[config.mk]
export PLATFORM = sky130hd
export DESIGN_NAME = flopoco_fp2fix_4_4_flat
export DESIGN_NICKNAME = d
export VERILOG_FILES = /design/src/rtl/flopoco_fp2fix_4_4_if.sv /design/src/rtl/flopoco_fp2fix_4_4.sv /design/src/flat_wrapper.sv
export SDC_FILE = /design/constraint.sdc
export NUM_CORES = 1
export LEC_CHECK = 0
export ABC_AREA = 1
export BUFFER_PORTS_ARGS = -buffer_cell sky130_fd_sc_hd__buf_2
export CORE_MARGIN = 4
export CORE_UTILIZATION = 50
export DETAILED_ROUTE_END_ITERATION = 12
export GPL_TIMING_DRIVEN = 0
export PLACE_DENSITY = 0.78
export SLEW_MARGIN = 40
export SYNTH_ARGS = -nofsm -noshare
export SYNTH_HDL_FRONTEND = slang
export SYNTH_SLANG_ARGS = --single-unit
[constraint.sdc]
create_clock -name clk -period 1.7 [get_ports clk]
set_clock_uncertainty 0.05 [all_clocks]
set_input_delay 0.17 -clock clk [delete_from_list [all_inputs] [get_ports clk]]
set_output_delay 0.17 -clock clk [all_outputs]
set_load 0.02 [all_outputs]
[src/rtl/flopoco_fp2fix_4_4_if.sv]
// Handshake/data bundle for the FloPoCo (wE=4, wF=4) float to fixed-point decoder.
//   in_valid/in_ready/X       : float input stream (X = {exn[1:0], sign, exp[3:0], frac[3:0]})
//   out_valid/out_ready/Q     : signed fixed-point result stream, LSB weight 2^-WF
//   ovf/nan                   : per-result flags, qualified by out_valid
// slave  : the decoder side
// master : the producer/consumer side
interface flopoco_fp2fix_4_4_if #(
    parameter int W = 16
);
    logic          in_valid;
    logic          in_ready;
    logic [10:0]   X;
    logic          out_valid;
    logic          out_ready;
    logic [W-1:0]  Q;
    logic          ovf;
    logic          nan;

    modport slave (
        input  in_valid, X, out_ready,
        output in_ready, out_valid, Q, ovf, nan
    );

    modport master (
        output in_valid, X, out_ready,
        input  in_ready, out_valid, Q, ovf, nan
    );
endinterface

[src/rtl/flopoco_fp2fix_4_4.sv]
// Three-stage pipelined decoder: FloPoCo float (wE=4, wF=4, bias 7) to signed
// two's-complement fixed point Q(WI).(WF), saturating, with overflow/NaN flags.
//   clk   : rising-edge clock
//   rst_n : asynchronous active-low reset
//   bus   : slave side of flopoco_fp2fix_4_4_if (input stream, output stream, flags)
// Stages: 1 capture fields, 2 shift mantissa to fixed-point magnitude,
//         3 saturate/negate into the output register.
module flopoco_fp2fix_4_4 #(
    parameter int WI = 8,
    parameter int WF = 8
) (
    input  logic                 clk,
    input  logic                 rst_n,
    flopoco_fp2fix_4_4_if.slave  bus
);
    localparam int W  = WI + WF;
    localparam int MW = W + 13;

    localparam logic [W-1:0]  MAX_Q = {1'b0, {(W-1){1'b1}}};
    localparam logic [W-1:0]  MIN_Q = {1'b1, {(W-1){1'b0}}};
    localparam logic [MW-1:0] LIM_P = {{(MW-W+1){1'b0}}, {(W-1){1'b1}}};
    localparam logic [MW-1:0] LIM_N = {{(MW-W){1'b0}}, 1'b1, {(W-1){1'b0}}};
    // shift = e - 11 + WF (value = mant * 2^(e-7-4))
    localparam logic signed [7:0] S_OFS = 8'(WF - 11);

    logic          w_advance;

    logic          r1_valid;
    logic [1:0]    r1_exn;
    logic          r1_sign;
    logic [3:0]    r1_e;
    logic [4:0]    r1_mant;

    logic          r2_valid;
    logic [1:0]    r2_exn;
    logic          r2_sign;
    logic [MW-1:0] r2_mag;

    logic          r3_valid;
    logic [W-1:0]  r_q;
    logic          r_ovf;
    logic          r_nan;

    logic signed [7:0] w_s;
    logic [7:0]        w_rsh;
    logic [MW-1:0]     w_mag;
    logic [W-1:0]      w_q;
    logic              w_ovf;
    logic              w_nan;

    // The whole pipe moves as one; it only stalls when the output is full and not drained.
    assign w_advance    = !r3_valid || bus.out_ready;
    assign bus.in_ready = w_advance;

    assign w_s   = $signed({4'b0000, r1_e}) + S_OFS;
    assign w_rsh = 8'(~w_s) + 8'd1;

    // Right shifts drop bits (truncate toward zero on the magnitude, before negation).
    always_comb begin
        w_mag = '0;
        if (!w_s[7]) begin
            w_mag = MW'(r1_mant) << w_s[6:0];
        end else begin
            w_mag = MW'(r1_mant >> w_rsh);
        end
    end

    always_comb begin
        w_q   = '0;
        w_ovf = 1'b0;
        w_nan = 1'b0;
        case (r2_exn)
            2'b00: ;
            2'b11: w_nan = 1'b1;
            2'b10: begin
                w_ovf = 1'b1;
                w_q   = r2_sign ? MIN_Q : MAX_Q;
            end
            default: begin
                if (!r2_sign) begin
                    if (r2_mag > LIM_P) begin
                        w_q   = MAX_Q;
                        w_ovf = 1'b1;
                    end else begin
                        w_q = r2_mag[W-1:0];
                    end
                end else begin
                    // Magnitude of exactly 2^(W-1) negates to MIN_Q without overflow.
                    if (r2_mag > LIM_N) begin
                        w_q   = MIN_Q;
                        w_ovf = 1'b1;
                    end else begin
                        w_q = -r2_mag[W-1:0];
                    end
                end
            end
        endcase
    end

    always_ff @(posedge clk or negedge rst_n) begin
        if (!rst_n) begin
            r1_valid <= 1'b0;
            r1_exn   <= '0;
            r1_sign  <= 1'b0;
            r1_e     <= '0;
            r1_mant  <= '0;
            r2_valid <= 1'b0;
            r2_exn   <= '0;
            r2_sign  <= 1'b0;
            r2_mag   <= '0;
            r3_valid <= 1'b0;
            r_q      <= '0;
            r_ovf    <= 1'b0;
            r_nan    <= 1'b0;
        end else if (w_advance) begin
            r1_valid <= bus.in_valid;
            r1_exn   <= bus.X[10:9];
            r1_sign  <= bus.X[8];
            r1_e     <= bus.X[7:4];
            r1_mant  <= {1'b1, bus.X[3:0]};

            r2_valid <= r1_valid;
            r2_exn   <= r1_exn;
            r2_sign  <= r1_sign;
            r2_mag   <= w_mag;

            r3_valid <= r2_valid;
            if (r2_valid) begin
                r_q   <= w_q;
                r_ovf <= w_ovf;
                r_nan <= w_nan;
            end
        end
    end

    assign bus.out_valid = r3_valid;
    assign bus.Q         = r_q;
    assign bus.ovf       = r_ovf;
    assign bus.nan       = r_nan;

endmodule

[src/flat_wrapper.sv]
// flat-port wrapper written by rule: the top's interface ports become plain ports
module flopoco_fp2fix_4_4_flat 
#(
    parameter int WI = 8,
    parameter int WF = 8
)
  (clk, rst_n, bus_in_valid, bus_X, bus_out_ready, bus_in_ready, bus_out_valid, bus_Q, bus_ovf, bus_nan);
  flopoco_fp2fix_4_4_if #(.W((16))) bus_i ();
  input  logic clk;
  input  logic rst_n;
  input wire logic [$bits(bus_i.in_valid)-1:0] bus_in_valid;
  input wire logic [$bits(bus_i.X)-1:0] bus_X;
  input wire logic [$bits(bus_i.out_ready)-1:0] bus_out_ready;
  output wire logic [$bits(bus_i.in_ready)-1:0] bus_in_ready;
  output wire logic [$bits(bus_i.out_valid)-1:0] bus_out_valid;
  output wire logic [$bits(bus_i.Q)-1:0] bus_Q;
  output wire logic [$bits(bus_i.ovf)-1:0] bus_ovf;
  output wire logic [$bits(bus_i.nan)-1:0] bus_nan;
  assign bus_i.in_valid = bus_in_valid;
  assign bus_i.X = bus_X;
  assign bus_i.out_ready = bus_out_ready;
  assign bus_in_ready = bus_i.in_ready;
  assign bus_out_valid = bus_i.out_valid;
  assign bus_Q = bus_i.Q;
  assign bus_ovf = bus_i.ovf;
  assign bus_nan = bus_i.nan;
  flopoco_fp2fix_4_4 #(.WI(WI), .WF(WF)) u_core (.clk(clk), .rst_n(rst_n), .bus(bus_i));
endmodule
# Yosys cells after proc, flatten, opt, wreduce, memory -nomap -nowiden
# Cells that the tools add are included.
# totals
ff_bits	65
in_bits	15
out_inout_bits	20
# classes
addsub	3
magnitude_cmp	2
n_eq_ne	2
n_shift	2
muxes	11
n_bitwise	1
n_reduce_logical	5
# ops
operator	n
16-bit two-way mux	4
16-bit one-hot mux with 2 select lines	1
29-bit by 15-bit > comparator with 1-bit output (second input constant)	1
29-bit by 16-bit > comparator with 1-bit output (second input constant)	1
29-bit two-way mux	1
5-bit by 7-bit << shifter with 29-bit output	1
5-bit by 8-bit >> shifter with 29-bit output	1
16-bit negation	1
8-bit by 1-bit adder with 8-bit output (second input constant)	1
8-bit inverter	1
5-bit by 3-bit adder with 6-bit output (second input constant)	1
2-bit == test (second input constant)	2
1-bit two-way mux	4
2-bit logical NOT	1
1-bit one-hot mux with 2 select lines	1
2-bit AND reduction	1
2-bit OR reduction	1
1-bit logical NOT	1
1-bit logical OR	1

# Longest topological paths before layout
# logic_depth
ltp_word	5
ltp_mapped	12
depth_no_buf	12

# Worst setup path before layout
# Ideal clock, no wire load.
# synth_path
path_type	flip-flop to flip-flop
startpoint	register u_core.r1_e[0]
endpoint	register u_core.r2_mag[0]
setup_time_ns	0.077
t_arrival_ns	1.712
setup_slack_ns	-0.140
path_stages_with_launch	12
path_cell_list	dfrtp_1 -> ha_1 -> buf_2 -> nor2_4 -> nand2_1 -> o21ai_2 -> nand2_1 -> inv_1 -> nand2_1 -> nand2_1 -> nand3_1 -> a21oi_1
# synth_via
elab_chain_cells	5
# synth_rtl
item	line	rtl
start: declaration	flopoco_fp2fix_4_4.sv:31	logic [3:0] r1_e;
start signal: assignment	flopoco_fp2fix_4_4.sv:119	r1_e <= bus.X[7:4];
5-bit by 3-bit adder with 6-bit output *	flopoco_fp2fix_4_4.sv:55	assign w_s = $signed({4'b0000, r1_e}) + S_OFS;
8-bit inverter	flopoco_fp2fix_4_4.sv:56	assign w_rsh = 8'(~w_s) + 8'd1;
8-bit by 1-bit adder with 8-bit output	flopoco_fp2fix_4_4.sv:56	
5-bit by 8-bit >> shifter with 29-bit output	flopoco_fp2fix_4_4.sv:64	w_mag = MW'(r1_mant >> w_rsh);
29-bit two-way mux *	flopoco_fp2fix_4_4.sv:61	if (!w_s[7]) begin
end signal: assignment	flopoco_fp2fix_4_4.sv:125	r2_mag <= w_mag;
end: declaration	flopoco_fp2fix_4_4.sv:37	logic [MW-1:0] r2_mag;
# Mark *: on every way between the ends. The rest lies on a longest branch, timed or not.
# A chain may end at the register's enable or synchronous reset.

# Worst setup path after layout
# layout_path
startpoint	register u_core.r2_mag[0]
endpoint	register u_core.r_q[7] (netlist: u_core.bus.Q[7])
# layout_via
elab_chain_cells	4
# layout_rtl
item	line	rtl
29-bit by 15-bit > comparator with 1-bit output, or another cell as far along	flopoco_fp2fix_4_4.sv:81	if (r2_mag > LIM_P) begin
16-bit two-way mux (on tied branches)	flopoco_fp2fix_4_4.sv:81, flopoco_fp2fix_4_4.sv:89	
16-bit two-way mux *	flopoco_fp2fix_4_4.sv:80	if (!r2_sign) begin
16-bit one-hot mux with 2 select lines *	flopoco_fp2fix_4_4.sv:72	case (r2_exn)
end signal: assignment	flopoco_fp2fix_4_4.sv:129	r_q <= w_q;
end: declaration	flopoco_fp2fix_4_4.sv:40	logic [W-1:0] r_q;
# Marks and branches as above.

==> flow_summary.toml <==
[yosys]
synthMuxAreaShare_pct = 0
synth-compound-area-share_pct = 10.6
ys_seq_area_share_pct = 40.6
synth_top_family_by_area = "simple AND/OR/NAND/NOR gates"
syn-num-nets = 591
synthCells = 573
avgSynthCellArea_um2 = 7.00
syn_area_um2 = 4010
ys_warn_count = 0
async_flop_share_pct = 100
ys.flop_type = "dfrtp_1"
synth_fa_ha_area_share_pct = 0.936
ys_types = 34
synth-xor-area-share_pct = 1.53
ys_ff_latch = 65
synth_edf_count = 0
synth_simple_gate_area_share_pct = 37.2

[timing]
layout_setup_ws_ns = -0.213
slew_violations = 0
hold_viol = 0
rsz0062_at_grt = "true"
max_slew.worst_pin.slew_ns = 0.637
fin_crit_sh_pct = 113
setup_viol = 33
fin_crit_ns = 1.91
relSlewSlack_pct = 57.5
timing.fmax_ghz = 0.523
timing.hold.ws_ns = 0.0140

[critical_path]
setup.worst_path.class = "register to register"
regToRegStartpoint = "u_core.r2_mag[0]$_DFFE_PN0N_"
required_ns = 1.93
slowest_delay_ns = 0.45
critPathLaunch = "u_core.r2_mag[0]$_DFFE_PN0N_"
r2r-end = "u_core.bus.Q[7]$_DFFE_PN0P_"
ff2ff_path_depth = 11
crit_top_cell = "nand3_1"
cp-endpoint = "u_core.bus.Q[7]$_DFFE_PN0P_"
cp.arrival_ns = 2.15
cpMaxStageDelayCell = "dfrtp_1"
end_kind = "register"
crit_chain = "inv_2 -> ha_4 -> nand3_4 -> nor2_4 -> nand2_2 -> a21oi_4 -> buf_4 -> nand3_1 -> nand3_1 -> nand2_1 -> a21oi_1"
cp_max_fo = 5
cp-start-kind = "register"
ff2ff_setup_slack_ns = -0.21

[grt]
gr-total-overflow = 0
grt_first_pass_wirelength_mm = 19.5
antenna_found_initial = 0
grt_pass1_vias = 4074
grt_max_degree = 25
track_usage_pct = 25.4

[floorplanning]
initial_core_util_pct = 51.6
io_pins = 35
rows = 32
die_w_um = 97.5
coreArea_um2 = 7770
die_h_um = 97.5
die_area_um2 = 9510

[detailed_routing]
drt-vias-per-instance = 5.52
wl_per_cell_um = 16.5
wl_mm = 12.6
drc = 0
dr.pass1.iters = 5
drt_iter0_markers = 286
vias = 4222
ant_nets = 0

[power]
power.total_w = 0.0118
power_density_nw_per_um2 = 2110
ir_drop_uv = 1030
leakagePower_nw = 2.64

[job]
drv_cap = 0

[placed_design]
port_buffers = 34
gp_congestion = 0.997
dpl.hpwl_mm = 8.41
placed_cells = 711
pre_cts_ws_ns = -0.307

[clock_network]
clockBufferDepth = 2
cts_made_buffers = 9
clock-root-buffer = "clkbuf_8"
cts_tree = "built"
clk-insertion-delay-late_ns = 0.34
clk_pin_slew_ns = 0.09
cts_sinks = 65
htreeDepth = 3

[layout]
drive_gt1_share_pct = 38.3
n_antenna_cell = 0
final_nets = 676
stdcell_count = 765
utilization_pct = 71.7
area_growth_pct = 38.9

[status]
status = "finished with violations"
failed_checks = "negative setup slack"

[hold_path]
holdPathStages = 3
hold_path_class = "primary input to register"
-- cells by family after synthesis --
kind of cell / after synthesis
AO/OA/AOI/OAI: 71
buffers and inverters: 82
AND/OR/NAND/NOR: 345
flip-flops: 65
adder cells (fa/ha/maj): 3
XOR/XNOR: 7
-- how the worst min path moves through the flow --
stage             start                            end  slack, ns
3_5_place_dp      rst_n  u_core.r2_mag[14]$_DFFE_PN0N_       0.04
4_1_cts        bus_X[7]     u_core.r1_e[3]$_DFFE_PN0N_       0.01
6_report       bus_X[7]     u_core.r1_e[3]$_DFFE_PN0N_       0.01
2_1_floorplan     rst_n    u_core.bus.Q[0]$_DFFE_PN0P_      -0.18
5_1_grt        bus_X[7]     u_core.r1_e[3]$_DFFE_PN0N_       0.01
3_3_place_gp   bus_X[0]  u_core.r1_mant[0]$_DFFE_PN0N_       0.32
-- flip-flops by register name, indices dropped and copies added (netlist names), 2 cells and up --
| signal | cells |
|---|---|
| u_core.r1_e | 4 |
| u_core.r2_mag | 29 |
| u_core.r1_exn | 2 |
| u_core.r1_mant | 5 |
| u_core.r2_exn | 2 |
| u_core.bus.Q | 16 |
-- cell type report --
class | instances | area [um2]
Buffer | 19 | 145
Clock buffer | 9 | 124
Clock inverter | 7 | 103
Fill cell | 598 | 2200
Timing Repair Buffer | 76 | 584
Tap cell | 102 | 128
Multi-Input combinational cell | 426 | 2610
Sequential cell | 65 | 1640
Inverter | 61 | 240
-- placed cells by master, fill, tap and decap left out, drive strengths merged --
cell type / n
nor2: 79
dfrtp: 65
clkinvlp: 1
clkbuf: 16
o21ai: 38
nand3b: 1
clkinv: 4
o22ai: 2
inv: 61
buf: 76
or2: 1
a31oi: 4
nor3: 1
dlygate4sd3: 12
ha: 3
nand2: 177
nand4: 10
o41ai: 1
o211ai: 1
nand3: 76
xor2: 6
o31ai: 1
a21oi: 24
xnor2: 1
bufinv: 2
-- cell usage after synthesis (5+ instances only) --
master,count,share of area [%]
a21oi_1,14,1.7
dfrtp_1,65,41
nand3_1,72,9.0
nor2_1,69,6.5
nor2_2,7,1.1
buf_6,5,1.4
a21oi_2,9,2.0
inv_1,57,5.3
xor2_1,6,1.3
nand4_1,10,1.6
clkbuf_1,9,0.84
nand2_1,173,16
o21ai_0,35,4.4
-- per-layer routing --
metal	track usage (%)	vias up	part of all wire [%]
met5	0	-	0
met4	8.73	0	2.7
met3	3.95	38	5.8
met2	40.4	162	48
met1	35.2	2006	44
li1	-	2016	-
-- where the power goes --
part | leakage, nW | internal, W | switching [W]
sequential | 0.804 | 0.00210 | 0.000518
combinational | 1.72 | 0.00284 | 0.00476
clock | 0.116 | 0.000844 | 0.000688
total | 2.64 | 0.00579 | 0.00597
-- critical path: cells and delay by family, from the launching register on --
family	cells	cell delay, ns
adder cells (fa/ha/maj)	1	0.17
AND/OR/NAND/NOR	6	0.50
flip-flops	1	0.45
buffers and inverters	2	0.30
AO/OA/AOI/OAI	2	0.39
-- timing repair --
item	in CTS	in global routing
buffers inserted	14	14
gates cloned	1	0
endpoints found under the setup margin	45	46
hold endpoints to repair	52	0
gates resized for setup	46	142
hold buffers	12	0
pin swaps	22	56
-- metrics by stage --
stage,area [um2],TNS [ns]
2_1_floorplan,4050,-0.159
3_3_place_gp,4340,-6.82
3_5_place_dp,4400,-7.16
4_1_cts,5000,-2.37
5_1_grt,5570,-6.75
6_report,5570,-4.06
(Power assumes the default switching activity.)
